File: src/rtl/pc_gen_pkg.sv
// Shared constants and types for the PC generator stage.
package pc_gen_pkg;

  localparam int unsigned PC_W = 64;

  localparam logic [PC_W-1:0] BOOT_PC = 64'h0000_0000_0000_0000;
  localparam logic [PC_W-1:0] PC_STEP = 64'd4;

  typedef enum logic [1:0] {
    BOOT       = 2'd0,
    RUN        = 2'd1,
    WAIT_REDIR = 2'd2
  } pcgen_state_t;

endpackage

File: src/rtl/pc_gen_fifo.sv
// Synchronous FIFO holding issued PCs until decode consumes the matching instruction.
module pc_fifo #(
  parameter int unsigned DEPTH = 4,
  parameter int unsigned WIDTH = 64
) (
  input  logic             clk,
  input  logic             resetn,
  input  logic             push,
  input  logic             pop,
  input  logic             flush,
  input  logic [WIDTH-1:0] din,
  output logic             full,
  output logic             empty,
  output logic [WIDTH-1:0] head
);

  localparam int unsigned AW = $clog2(DEPTH);
  localparam int unsigned CW = AW + 1;

  logic [WIDTH-1:0] mem [DEPTH];
  logic [AW-1:0]    wr_ptr_q;
  logic [AW-1:0]    rd_ptr_q;
  logic [CW-1:0]    count_q;
  logic             push_en;
  logic             pop_en;

  assign full    = (count_q == CW'(DEPTH));
  assign empty   = (count_q == '0);
  // Flush dominates; full/empty guard against protocol violations.
  assign push_en = push & ~full & ~flush;
  assign pop_en  = pop & ~empty & ~flush;
  assign head    = empty ? '0 : mem[rd_ptr_q];

  always_ff @(posedge clk or negedge resetn) begin
    if (!resetn) begin
      wr_ptr_q <= '0;
      rd_ptr_q <= '0;
      count_q  <= '0;
    end else if (flush) begin
      wr_ptr_q <= '0;
      rd_ptr_q <= '0;
      count_q  <= '0;
    end else begin
      if (push_en) wr_ptr_q <= wr_ptr_q + AW'(1);
      if (pop_en)  rd_ptr_q <= rd_ptr_q + AW'(1);
      case ({push_en, pop_en})
        2'b10:   count_q <= count_q + CW'(1);
        2'b01:   count_q <= count_q - CW'(1);
        default: count_q <= count_q;
      endcase
    end
  end

  always_ff @(posedge clk) begin
    if (push_en) mem[wr_ptr_q] <= din;
  end

endmodule

File: src/rtl/pc_gen.sv
// Fetch PC generator: sequential/redirect PC selection, fetch handshake and in-flight PC queue.
module pc_gen
  import pc_gen_pkg::*;
#(
  parameter logic [63:0] RESET_PC  = BOOT_PC,
  parameter int unsigned PCQ_DEPTH = 4
) (
  input  logic        clk,
  input  logic        resetn,
  output logic [63:0] pc_o,
  output logic        pc_valid_o,
  input  logic        pc_ready_i,
  output logic        kill_o,
  input  logic        fetch_exc_i,
  input  logic        instr_accept_i,
  output logic [63:0] dec_pc_o,
  output logic        dec_pc_valid_o,
  input  logic        br_redirect_i,
  input  logic [63:0] br_target_i,
  input  logic        trap_redirect_i,
  input  logic [63:0] trap_target_i
);

  pcgen_state_t    state_q, state_d;
  logic [PC_W-1:0] pc_q, pc_d;
  logic [PC_W-1:0] redir_target;
  logic            redirect;
  logic            issue;
  logic            push;
  logic            fifo_full;
  logic            fifo_empty;

  assign redirect     = br_redirect_i | trap_redirect_i;
  assign redir_target = trap_redirect_i ? trap_target_i : br_target_i;
  assign kill_o       = redirect;
  assign pc_o         = pc_q;
  assign issue        = pc_valid_o & pc_ready_i;
  // A faulting fetch is neither queued nor advanced past; execution waits for a redirect.
  assign push         = issue & ~fetch_exc_i;

  always_ff @(posedge clk or negedge resetn) begin
    if (!resetn) begin
      state_q <= BOOT;
      pc_q    <= RESET_PC;
    end else begin
      state_q <= state_d;
      pc_q    <= pc_d;
    end
  end

  always_comb begin
    state_d    = state_q;
    pc_valid_o = 1'b0;
    case (state_q)
      BOOT: state_d = RUN;
      RUN: begin
        pc_valid_o = ~fifo_full & ~redirect;
        if (pc_valid_o & pc_ready_i & fetch_exc_i) state_d = WAIT_REDIR;
      end
      WAIT_REDIR: state_d = WAIT_REDIR;
      default:    state_d = BOOT;
    endcase
    if (redirect) state_d = RUN;
  end

  always_comb begin
    pc_d = pc_q;
    if (redirect)  pc_d = redir_target;
    else if (push) pc_d = pc_q + PC_STEP;
  end

  pc_fifo #(
    .DEPTH (PCQ_DEPTH),
    .WIDTH (PC_W)
  ) u_pcq (
    .clk    (clk),
    .resetn (resetn),
    .push   (push),
    .pop    (instr_accept_i),
    .flush  (redirect),
    .din    (pc_q),
    .full   (fifo_full),
    .empty  (fifo_empty),
    .head   (dec_pc_o)
  );

  assign dec_pc_valid_o = ~fifo_empty;

  // Decode must never accept an instruction when no PC is queued.
  always_ff @(posedge clk) begin
    if (resetn) assert (!(instr_accept_i && fifo_empty));
  end

endmodule

File: config.mk
export PLATFORM = sky130hd
export DESIGN_NAME = pc_gen
export DESIGN_NICKNAME = d
export VERILOG_FILES = /design/src/rtl/pc_gen_pkg.sv /design/src/rtl/pc_gen_fifo.sv /design/src/rtl/pc_gen.sv
export SDC_FILE = /design/constraint.sdc
export NUM_CORES = 1
export LEC_CHECK = 0
export ABC_AREA = 1
export CAP_MARGIN = 20
export CORE_MARGIN = 8
export CORE_UTILIZATION = 60
export CTS_CLUSTER_DIAMETER = 200
export CTS_CLUSTER_SIZE = 12
export DETAILED_ROUTE_END_ITERATION = 12
export DONT_BUFFER_PORTS = 1
export PLACE_DENSITY_LB_ADDON = 0.05
export RECOVER_POWER = 100
export SYNTH_ARGS = -nofsm -noshare
export SYNTH_HDL_FRONTEND = slang
export SYNTH_SLANG_ARGS = --single-unit
export TNS_END_PERCENT = 50
File: constraint.sdc
create_clock -name clk -period 6.01 [get_ports clk]
set_input_delay 0.9015 -clock clk [delete_from_list [all_inputs] [get_ports clk]]
set_output_delay 0.9015 -clock clk [all_outputs]
set_load 0.005 [all_outputs]
==> results.yml <==
synth:
  ys_warn_count: 0
  syn_area_per_cell_um2: 8.909
  ys_ff_latch: 329
  syn_area_mm2: 0.01613
  synth_cells: 1811
  synth_fp_nets: 1954
  ys_seq_area_share_pct: 58.97
  ys_types: 40
routing:
  dr.first_iter.drc_count: 1105
  route.detailed.drc: 0
  vias: 12610
  routedWlPerCell_um: 21.73
  firstDrtPassIters: 5
  final_antenna_net_count: 0
  drt_wl_total_um: 46460
  vias_per_cell: 5.898
setup_path:
  crit_type: "register to output pin"
  r2r-end: "u_pcq.mem[0][38]$_DFFE_PP_"
  crit_fanout: 66
  timing.rr.start: "state_q[1]$_DFFE_PN0P_"
  cp_cell_sequence: "inv_1 -> buf_4 -> o21ai_0 -> a21oi_1"
  max_stage_delay_ns: 1.40
  crit_path_start_kind: "register"
  critical_path_arrival_ns: 4.01
  r2r_slack_ns: 2.09
  end_kind: "output pin"
  slowest_stage: "inv_1"
  critPathRequiredTime_ns: 5.11
  reg2reg_depth: 9
timing:
  finalCritPeriodShare_pct: 81.75
  setup_viol: 0
  min_period_ns: 4.913
  finalClockSkew_ns: 0.03056
  hold_viol_final: 0
  fmax_mhz: 203.5
  setup_tns_ns: 0
  slew_viol_final: 300
  grt_setup_unrepaired: "no"
  finalHoldWorstSlack_ns: 0.02711
  tightest_slew_ns: 2.121
  relSlewSlack_pct: -41.42
global_route:
  antenna_found_initial: 2
  grt_pass1_vias: 12159
  grt-ovfl-total: 0
  grt_pass1_wl_um: 71240
  grt_start_max_net_pins: 78
  track_usage_pct: 27.80
floorplanning:
  initial_core_util_pct: 60.54
  die_y_um: 180.0
  pin_count: 266
  die_w_um: 180.0
  die_area_mm2: 0.03239
  row_count: 60
  core_area_mm2: 0.02665
finish:
  area_growth_pct: 6.041
  fillers: 2289
  drive_above_1_share_pct: 5.014
  nets: 1913
pwr:
  p_leak_nw: 6.202
  p_total_mw: 5.005
  peakVddDrop_v: 0.0002432
  p_per_area_mw_per_mm2: 292.5
clock_tree:
  cts_sinks: 329
  clockRootBuffer: "clkbuf_16"
  path_clk_slew_ns: 0.07
  cts_buffers: 31
  postCtsSetupBuffers: 0
  htree_num_levels: 1
  cts_tree: "done"
  holdBufCountCts: 0
  clk_latency_ns: 0.57
  clock_path_buffers: 3
  ctsResizeCount: 0
min_path:
  hp-class: "primary input to async pin"
place:
  portBuffers: 0
  gp_congestion: 0.9761
  dp_hpwl_um: 30640
run_status:
  status: "complete, but fails checks"
  violations: "capacitance limit, slew limit"
flow_run:
  maxCapViolations: 9
==> through the flow <==
stage          worst slack, ns  util, %  area [um2]  cells
2_1_floorplan            1.252        -       16130   1811
3_3_place_gp             1.993    61.05       16270   2075
5_1_grt                 0.7715    64.20       17110   2138
6_report                 1.097    64.20       17110   2138
3_5_place_dp             1.849    61.05       16270   2075
4_1_cts                  1.703    64.38       17160   2133
==> worst max path at each step <==
stage                                       start                          to  cells past startpoint  slack (ns)
floorplan                           br_redirect_i   u_pcq.mem[0][0]$_DFFE_PP_                      9        1.25
global placement                  trap_redirect_i        pc_o[25]$_DFFE_PN0P_                      8        1.99
detailed placement                trap_redirect_i        pc_o[20]$_DFFE_PN0P_                      8        1.85
CTS                 u_pcq.rd_ptr_q[0]$_DFFE_PN0P_                dec_pc_o[34]                      4        1.70
global route                      trap_redirect_i  u_pcq.mem[0][39]$_DFFE_PP_                      8        0.77
finish              u_pcq.rd_ptr_q[0]$_DFFE_PN0P_                dec_pc_o[59]                      4        1.10
==> sequential cells by signal, indices dropped and copies added (netlist names) <==
name,count
state_q,2
u_pcq.mem,256
u_pcq.wr_ptr_q,2
pc_o,64
u_pcq.rd_ptr_q,2
u_pcq.count_q,3
==> critical path: cells and delay by family (launching register included) <==
family	cells	cell delay, ns
DFF	1	0.71
buffers and inverters	2	2.11
AOI/OAI and AO/OA	2	0.51
==> area by class of cell <==
| type | count | area, um2 | share of cell area, % |
|---|---|---|---|
| inverter | 75 | 284.0 | 1.660 |
| timing repair buffer | 14 | 82.58 | 0.4827 |
| clock buffer | 56 | 869.6 | 5.083 |
| antenna | 2 | 5.005 | 0.02925 |
| tap | 341 | 426.7 | 2.494 |
| clock inverter | 2 | 17.52 | 0.1024 |
| multi-input combinational | 1319 | 5904 | 34.51 |
| sequential | 329 | 9519 | 55.64 |
==> cells in the final DEF (no fill, tap or decap), drive strengths merged, types with 2 or more instances in the layout <==
master  count
o21a        2
o21bai      2
nor2      571
a21oi     150
o221ai      2
edfxtp    256
xnor2      11
nor3        2
nand2     292
ha          7
xor2        9
nand3      37
mux2i       5
o22ai       6
nand4      12
a21o        2
o21ai     197
inv        77
a31oi       7
dfrtp      73
buf         8
clkbuf     62
diode       2
==> power by group <==
part / switching (mW) / internal [mW] / total, mW / leakage (nW)
Combinational: 0.309 / 0.139 / 0.448 / 2.63
Sequential: 0.204 / 2.57 / 2.77 / 3.15
Clock: 0.815 / 0.970 / 1.78 / 0.421
==> layer usage <==
metal | global-route usage [%] | wire length [um] | up-vias
met4 | 9.003 | 1309 | 0
met3 | 6.552 | 4023 | 78
met2 | 44.40 | 21640 | 540
met1 | 37.21 | 19490 | 6008
li1 | - | - | 5984
met5 | 0 | 0 | -
==> kinds of logic (layout without fill, tap and decap cells) <==
group | Yosys count | after routing | share of synthesized area (%)
AOI/OAI and AO/OA | 371 | 371 | 11.85
buffers and inverters | 163 | 147 | 4.327
muxes | 5 | 5 | 0.3102
and+or+nand+nor | 915 | 915 | 22.79
DFF | 329 | 329 | 58.97
xor gates and xnor gates | 20 | 20 | 1.086
adders and majority gates | 8 | 8 | 0.6669
other | 0 | 2 | 0
==> Yosys cell counts, drive strengths merged <==
cell type | number | area [um2]
o21ai | 197 | 985.9
a21o | 2 | 15.01
xnor2 | 11 | 96.34
edfxtp | 256 | 7687
nand3 | 37 | 195.2
o32ai | 1 | 8.760
nand4 | 12 | 75.07
o221ai | 2 | 17.52
ha | 7 | 87.58
a21oi | 150 | 758.2
a31oi | 7 | 43.79
o22ai | 6 | 37.54
nor2 | 571 | 2236
clkbuf | 42 | 167.7
nor3 | 2 | 10.01
fa | 1 | 20.02
o21bai | 2 | 15.01
o21a | 2 | 15.01
nand3b | 1 | 7.510
mux2i | 5 | 50.05
a22oi | 1 | 7.510
buf | 46 | 246.5
xor2 | 9 | 78.83
o211ai | 1 | 7.510
dfrtp | 73 | 1827
nand2 | 292 | 1154
inv | 75 | 284.0
Power figures use the tool's default switching activity.
